## config.mk

```make
export PLATFORM = sky130hd
export DESIGN_NAME = serial_subtractor_ctrl
export DESIGN_NICKNAME = d
export VERILOG_FILES = /design/src/rtl/serial_sub_pkg.sv /design/src/rtl/full_subtractor_c.sv /design/src/rtl/serial_subtractor_ctrl.sv
export SDC_FILE = /design/constraint.sdc
export NUM_CORES = 1
export LEC_CHECK = 0
export BUFFER_PORTS_ARGS = -buffer_cell sky130_fd_sc_hd__buf_2
export CAP_MARGIN = 20
export CORE_MARGIN = 2
export CORE_UTILIZATION = 57
export DETAILED_ROUTE_END_ITERATION = 12
export GPL_ROUTABILITY_DRIVEN = 0
export PLACE_DENSITY_LB_ADDON = 0.25
export SLEW_MARGIN = 15
export SYNTH_ARGS = -nofsm -noshare
export SYNTH_HDL_FRONTEND = slang
export SYNTH_SLANG_ARGS = --single-unit
```

## constraint.sdc

```tcl
create_clock -name clk -period 2.35 [get_ports clk]
set_input_delay 0.1175 -clock clk [delete_from_list [all_inputs] [get_ports clk]]
set_output_delay 0.1175 -clock clk [all_outputs]
set_load 0.02 [all_outputs]
```

## src/rtl/serial_sub_pkg.sv

```systemverilog
// ---------------------------------------------------------------------------
// serial_sub_pkg
//   Shared definitions for the bit-serial subtract sequencer: the FSM state
//   encoding, the widest supported operand width and the helper that sizes
//   the bit counter.
// ---------------------------------------------------------------------------
package serial_sub_pkg;

    localparam int MAX_WIDTH = 32;

    typedef enum logic [1:0] {
        ST_IDLE = 2'd0,
        ST_RUN  = 2'd1,
        ST_DONE = 2'd2
    } state_t;

    // A 1-bit operand still needs a 1-bit counter (its only value is 0).
    function automatic int cnt_width(input int w);
        if (w > 1) begin
            return $clog2(w);
        end else begin
            return 1;
        end
    endfunction

endpackage

```

## src/rtl/full_subtractor_c.sv

```systemverilog
// ---------------------------------------------------------------------------
// full_subtractor_c
//   One-bit full subtractor: a - b - bin.
//   Ports:
//     a, b  in   operand bits (minuend, subtrahend)
//     bin   in   borrow in
//     diff  out  difference bit
//     bout  out  borrow out
// ---------------------------------------------------------------------------
module full_subtractor_c (
    input  logic a,
    input  logic b,
    input  logic bin,
    output logic diff,
    output logic bout
);

    assign diff = a ^ b ^ bin;
    // Borrow when b exceeds a, or when they are equal and a borrow arrives.
    assign bout = (~a & b) | (~(a ^ b) & bin);

endmodule

```

## src/rtl/serial_subtractor_ctrl.sv

```systemverilog
// ---------------------------------------------------------------------------
// serial_subtractor_ctrl
//   Bit-serial WIDTH-bit subtractor. Operands and borrow-in are captured on
//   an accepted start, fed LSB-first through one full_subtractor_c for WIDTH
//   cycles with the borrow carried in a flop, then the result is published
//   together with a one-cycle done pulse.
//   Ports:
//     clk    in   clock, all state on posedge
//     rst    in   synchronous active-high reset (aborts any operation)
//     start  in   request, accepted only while busy is low
//     a, b   in   minuend / subtrahend, sampled in the accepting cycle
//     bin    in   initial borrow, sampled in the accepting cycle
//     busy   out  high in RUN and DONE
//     done   out  one-cycle pulse when diff/bout are newly updated
//     diff   out  registered difference, held until next completion
//     bout   out  registered final borrow, held until next completion
// ---------------------------------------------------------------------------
module serial_subtractor_ctrl
    import serial_sub_pkg::*;
#(
    parameter int WIDTH = 8
) (
    input  logic             clk,
    input  logic             rst,
    input  logic             start,
    input  logic [WIDTH-1:0] a,
    input  logic [WIDTH-1:0] b,
    input  logic             bin,
    output logic             busy,
    output logic             done,
    output logic [WIDTH-1:0] diff,
    output logic             bout
);

    localparam int CW = cnt_width(WIDTH);
    localparam logic [CW-1:0] CNT_LAST = CW'(WIDTH - 1);
    localparam logic [CW-1:0] CNT_ONE  = CW'(1);

    state_t           state_r;
    logic [CW-1:0]    cnt_r;
    logic [WIDTH-1:0] a_sr_r;
    logic [WIDTH-1:0] b_sr_r;
    logic [WIDTH-1:0] r_sr_r;
    logic             brw_r;
    logic             busy_r;
    logic             done_r;
    logic [WIDTH-1:0] diff_r;
    logic             bout_r;

    logic             cell_diff_s;
    logic             cell_bout_s;
    logic [WIDTH-1:0] r_next_s;

    full_subtractor_c u_cell (
        .a    (a_sr_r[0]),
        .b    (b_sr_r[0]),
        .bin  (brw_r),
        .diff (cell_diff_s),
        .bout (cell_bout_s)
    );

    // Result shift register input: the new bit enters at the MSB so that
    // after WIDTH shifts the LSB computed first sits at bit 0.
    generate
        if (WIDTH == 1) begin : g_r_one
            assign r_next_s = cell_diff_s;
        end else begin : g_r_multi
            assign r_next_s = {cell_diff_s, r_sr_r[WIDTH-1:1]};
        end
    endgenerate

    // Sequencer FSM with datapath shift registers and registered outputs.
    always_ff @(posedge clk) begin
        if (rst) begin
            state_r <= ST_IDLE;
            cnt_r   <= '0;
            a_sr_r  <= '0;
            b_sr_r  <= '0;
            r_sr_r  <= '0;
            brw_r   <= 1'b0;
            busy_r  <= 1'b0;
            done_r  <= 1'b0;
            diff_r  <= '0;
            bout_r  <= 1'b0;
        end else begin
            case (state_r)
                ST_IDLE: begin
                    done_r <= 1'b0;
                    if (start) begin
                        a_sr_r  <= a;
                        b_sr_r  <= b;
                        brw_r   <= bin;
                        r_sr_r  <= '0;
                        cnt_r   <= '0;
                        busy_r  <= 1'b1;
                        state_r <= ST_RUN;
                    end else begin
                        busy_r  <= 1'b0;
                        state_r <= ST_IDLE;
                    end
                end
                ST_RUN: begin
                    r_sr_r <= r_next_s;
                    brw_r  <= cell_bout_s;
                    a_sr_r <= a_sr_r >> 1;
                    b_sr_r <= b_sr_r >> 1;
                    if (cnt_r == CNT_LAST) begin
                        diff_r  <= r_next_s;
                        bout_r  <= cell_bout_s;
                        done_r  <= 1'b1;
                        state_r <= ST_DONE;
                    end else begin
                        cnt_r   <= cnt_r + CNT_ONE;
                        state_r <= ST_RUN;
                    end
                end
                ST_DONE: begin
                    done_r  <= 1'b0;
                    busy_r  <= 1'b0;
                    state_r <= ST_IDLE;
                end
                default: begin
                    done_r  <= 1'b0;
                    busy_r  <= 1'b0;
                    state_r <= ST_IDLE;
                end
            endcase
        end
    end

    assign busy = busy_r;
    assign done = done_r;
    assign diff = diff_r;
    assign bout = bout_r;

endmodule

```

==> Word-level counts from Yosys, hierarchy flattened <==
Cells that the tools add are included.
{ "totals": {"reg_bits": 41, "elab_cells": 45} }
{ "classes": {"bitwise_logic": 8, "n_eq_ne": 4, "n_reduce_logical": 6, "muxes": 16, "add_sub_neg": 1} }
{ "ops": {"columns": ["operator", "count"], "rows": [
  ["$pmux W8 S2", 3],
  ["$mux W8", 3],
  ["$mux W3", 2],
  ["$pmux W3 S2", 1],
  ["$ne A2 B2 Y1 const B", 2],
  ["$pmux W1 S2", 2],
  ["$pmux W2 S2", 1],
  ["$reduce_and A2 Y1", 2],
  ["$add A3 B1 Y3 const B", 1],
  ["$eq A3 B3 Y1 const B", 1],
  ["$mux W1", 3],
  ["$not A1 Y1", 3],
  ["$reduce_and A3 Y1", 1],
  ["$and A1 B1 Y1", 2],
  ["$eq A2 B1 Y1 const B", 1],
  ["$logic_not A2 Y1", 1],
  ["$mux W2", 1],
  ["$reduce_bool A2 Y1", 1],
  ["$reduce_or A2 Y1", 1],
  ["$xor A1 B1 Y1", 2],
  ["$or A1 B1 Y1", 1]
]} }

==> Depth between registers and ports, before layout <==
{ "logic_depth": {"ltp_word": 5, "mapped_depth": 6} }

==> Hierarchy <==
Synthesis repeated with hierarchy kept, for this count alone.
{ "unflattened": {"cells_unflattened": 182, "hier_area_um2": 1635.3} }
{ "modules_own_cells": {"columns": ["module", "instances", "area_each_um2", "seq_area_each_um2", "cells_each"], "rows": [
  ["serial_subtractor_ctrl", 1, 1604.0, 800.8, 178],
  ["full_subtractor_c", 1, 31.3, 0.0, 4]
]} }

==> Worst setup path before layout <==
No wires, ideal clock.
{ "synth_timing": {"path_kind": "register to register", "from": "register cnt_r[0]", "to": "register cnt_r[0]", "n_path_buf": 1, "setup_ns": 0.074, "path_stages_with_launch": 6, "t_arrival_ns": 1.328, "t_required_ns": 2.276, "setup_slack_ns": 0.947, "path_cell_list": "dfxtp_1 -> ha_1 -> ha_1 -> clkbuf_1 -> or3_1 -> a31oi_1"} }
{ "synth_between": {"elab_chain_len": 3, "elab_cells_between_ends": 6} }
{ "synth_rtl": {"columns": ["element", "line_no", "source"], "rows": [
  ["from (decl)", "serial_subtractor_ctrl.sv:40", "logic [CW-1:0] cnt_r;"],
  ["from (signal assigned)", "serial_subtractor_ctrl.sv:113", "cnt_r <= cnt_r + CNT_ONE;"],
  ["$add A3 B1 Y3 / $eq A3 B3 Y1 (equally long branches)", "serial_subtractor_ctrl.sv:113, serial_subtractor_ctrl.sv:107", null],
  ["$mux W3 / $ne A2 B2 Y1 (equally long branches)", null, null],
  ["$pmux W3 S2 / $reduce_and A3 Y1 (equally long branches)", null, null]
]} }
Several ways; a longest one is shown, not always the timed one. The select of a mux whose other input is x is not followed.
A chain may end at the register's enable or synchronous reset.

==> Worst setup path after layout <==
{ "layout_timing": {"from": "register cnt_r[0]", "to": "register diff_r[7], in the netlist diff[7]"} }
{ "layout_between": {"elab_chain_len": 2} }
{ "layout_rtl": {"columns": ["element", "line_no", "source"], "rows": [
  ["$eq A3 B3 Y1", "serial_subtractor_ctrl.sv:107", "if (cnt_r == CNT_LAST) begin"],
  ["$reduce_and A2 Y1 (no line)", null, null],
  ["to (signal assigned)", "serial_subtractor_ctrl.sv:108", "diff_r <= r_next_s;"],
  ["to (decl)", "serial_subtractor_ctrl.sv:47", "logic [WIDTH-1:0] diff_r;"]
]} }
Every way passes these cells.

==> run summary <==
The flow ran to the end, and the final reports show no timing, DRC or antenna violations. The number of global-route vias before repair is between 1000 and 1500. Of the cells placed in the final design, the portion with a size suffix greater than 1 is between 20% and 30%. The worst setup path is captured at a register. The routed wire length is between 3 and 4 mm. The number of different library cells in the post-synthesis netlist came out at 31.

The startpoint kind of the worst setup timing path is a register. The number of design-rule violations left by the first detailed-router iteration came out at 45. Across the run, the number of max-cap violations was 0. In this run the cell area of the synthesized design comes to ~1600 µm². Row generation in the floorplan step produced 19 rows. Summed over all cells, the static leakage comes to approximately 0.74 nW. The total of flip-flops plus latches after synthesis is 40. The final instance area is 1850 µm². Once detail routing completed, the nets flagged for antenna violations numbered 0. The minimum period implied by the final worst setup slack is approximately 1.8 ns. The maximum count of clock buffers along a single path came out at 2.

The power per unit of standard cell area is just under 800 nW/µm². The total global-route track usage came out at just over 20%. The predominant post-synthesis flop cell is sky130_fd_sc_hd__dfxtp_1. The summed negative setup slack over all endpoints came out at 0 ns. In the routed layout, each cell is associated on average with a via count of about 5.8. The top achievable clock speed came out at between 0.5 and 0.6 GHz. The final-report hold violation count is 0. The share of the clock period used by the worst path is 76.2%. The tightest slew margin relative to the limit is 54.8%. The launch instance of the worst min-delay path is b[7]. TritonCTS built the clock tree.

After the last flow step, the layout net total stands at roughly 230. For this configuration, the core starts out at a cell density of around 60%. The critical path is of the reg2reg type.

Between clock sinks in the finished design, the worst skew comes to roughly 0.012 ns. The clock reaches the later pin of the worst-skew pair after approximately 0.35 ns. The maximum fanout count along the critical path is 20. The synthesized net count came out at 204. The number of antenna violations at the first check in global routing came out at 0. The number of fillers in the final layout came out at 218. The synthesis-to-finish area growth came out at 13.5%. The worst endpoint data arrival time is roughly 2.0 ns.

The total clock buffers created by CTS came out at 5. The reg2reg setup slack is 0.56 ns. The actual transition at the worst max-transition pin is ~0.68 ns.

The count of yosys warnings during synthesis came out at 0. The global route total overflow is 0. The wire length of the first global-routing pass is 5.31 mm.

The post-CTS setup buffer count came out at 0. The die boundary width is approximately 57 µm. The placed cell area came out at 1750 µm².

The number of antenna diodes came out at 0. The clock net sink count came out at 40. The min-delay analysis places its worst path in the category in2reg. The critical path starts at cnt_r[0]. The count of pins on the block boundary came out at 31.

The max-slew violation count is 0. Synthesis handed over a netlist of 181 instances. The start of the worst register-to-register path is cnt_r[0]. Once detailed placement completed, the half-perimeter wirelength came to between 2 and 2.5 mm. The tree is rooted in a sky130_fd_sc_hd__clkbuf_4. The total number of vias came out at about 1400. Entering global routing, the biggest net connects roughly 40 pins. The number of buffers added on ports is 30. For this run, design rule violations remaining after detail routing come to 0. The worst-case IR drop observed on VDD is 0.000645 V. Setup repair after global routing left no endpoint under its margin. CTS built an H-tree with a depth of 2. In the final routed layout, each cell accounts on average for roughly 13 µm.

The floorplan die area came out at 3300 µm². The region available for standard cell placement spans roughly 2700 µm². The worst endpoint required time is ~2.6 ns.

The number of iterations in the first detailed-routing pass came out at 4. In this run the vertical extent of the chip is about 57 µm. Counting flops with a built-in enable in the synthesized netlist gives 0.

The register area share after synthesis came out at between 40% and 50%. In the synthesized netlist the async set-or-reset flop fraction comes to 0%. After clock tree synthesis, the clock-pin slew on the worst setup and hold paths is about 0.12 ns. The hold-fix buffer count after cts is 0.

In this run the mean area of a mapped cell was 8.99 µm². The final count of negative-setup-slack endpoints came out at 0. The number of gates resized after cts came out at 0. The completed layout was analyzed and its total power is about 1.4 mW.
==> worst max-delay path: stages, from the launching register on <==
cell and delay (ns):
sky130_fd_sc_hd__dfxtp_1 0.39, sky130_fd_sc_hd__ha_1 0.16, sky130_fd_sc_hd__ha_1 0.52, sky130_fd_sc_hd__nand3b_1 0.34, sky130_fd_sc_hd__nand2_1 0.16, sky130_fd_sc_hd__a21oi_1 0.07
==> cell usage in the layout (no fill, tap or decap), drive strengths merged <==
cell	count
a211oi	13
a21oi	11
a221oi	1
a22oi	7
a311oi	1
a31oi	3
and2b	1
and4bb	1
buf	32
bufinv	2
clkbuf	5
dfxtp	40
fa	1
ha	2
inv	4
mux2i	5
nand2	13
nand2b	3
nand3	10
nand3b	2
nor2	25
nor3	4
nor3b	2
o211ai	1
o21ai	1
o21ba	1
o21bai	1
o22ai	8
o2bb2ai	3
or3	1
==> layer usage <==
layer  global-route usage, %  part of all wire (%)  vias up
li1                        -                     -      699
met1                    24.5                    44      629
met2                    35.4                    50       35
met3                    6.80                   5.1        4
met4                    5.98                  0.92        0
met5                       0                     0        -
==> cell families (layout without fill, tap and decap cells) <==
| logic type | Yosys count | after routing | share of synthesized area, % |
|---|---|---|---|
| AO/OA/AOI/OAI | 51 | 51 | 21.4 |
| multiplexers | 5 | 5 | 3.07 |
| flip-flops | 40 | 40 | 49.2 |
| buffers and inverters | 20 | 43 | 5.92 |
| AND/OR/NAND/NOR | 62 | 62 | 17.7 |
| adder cells (fa/ha/maj) | 3 | 3 | 2.77 |
==> final timing paths <==
check | to | cells past startpoint
worst min register to register | diff[4] | 2
worst max-delay path | diff[7] | 5
worst max register to register | diff[7] | 5
worst min-delay path | b_sr_r[7] | 3
==> power breakdown <==
part           total, mW  switching, mW  internal (mW)
logic              0.143         0.0814         0.0617
clock network      0.542          0.217          0.326
registers          0.735         0.0236          0.712
==> final cells by class <==
class	instances	area, µm²	share of cell area, %
clock buffer	5	37.5	2.03
clock inverter	2	60.1	3.25
inverter	4	15.0	0.812
multi-input combinational	121	731	39.5
sequential	40	801	43.3
tap	31	38.8	2.10
timing repair buffer	32	165	8.94
==> flip-flops by register name (all words and copies together) (netlist names) <==
signal	flops
bout	1
busy	1
r_sr_r	7
a_sr_r	8
cnt_r	3
diff	8
brw_r	1
done	1
state_r	2
b_sr_r	8
==> stage by stage <==
| step | instances | setup WS, ns | hold slack (ns) | util [%] |
|---|---|---|---|---|
| after global routing | 235 | 0.411 | 0.0677 | 67.6 |
| after detailed placement | 228 | 0.591 | 0.419 | 64.0 |
| final | 235 | 0.559 | 0.0458 | 67.6 |
| after global placement | 228 | 0.685 | 0.408 | 64.0 |
| after CTS | 235 | 0.557 | 0.0316 | 67.6 |
| after floorplan | 181 | 0.947 | 0.310 | - |
==> cell usage after synthesis, types with 4 or more instances <==
cell	n	share of area, %
sky130_fd_sc_hd__mux2i_1	5	3.1
sky130_fd_sc_hd__buf_2	8	2.5
sky130_fd_sc_hd__inv_1	4	0.92
sky130_fd_sc_hd__nor3_1	4	1.2
sky130_fd_sc_hd__nand3_1	10	3.1
sky130_fd_sc_hd__nand2_1	13	3.0
sky130_fd_sc_hd__a21oi_1	11	3.4
sky130_fd_sc_hd__o22ai_1	8	3.1
sky130_fd_sc_hd__clkbuf_1	6	1.4
sky130_fd_sc_hd__a211oi_1	13	6.0
sky130_fd_sc_hd__a22oi_1	7	3.2
sky130_fd_sc_hd__nor2_1	25	5.8
sky130_fd_sc_hd__dfxtp_1	40	49
(Power assumes the default switching activity.)
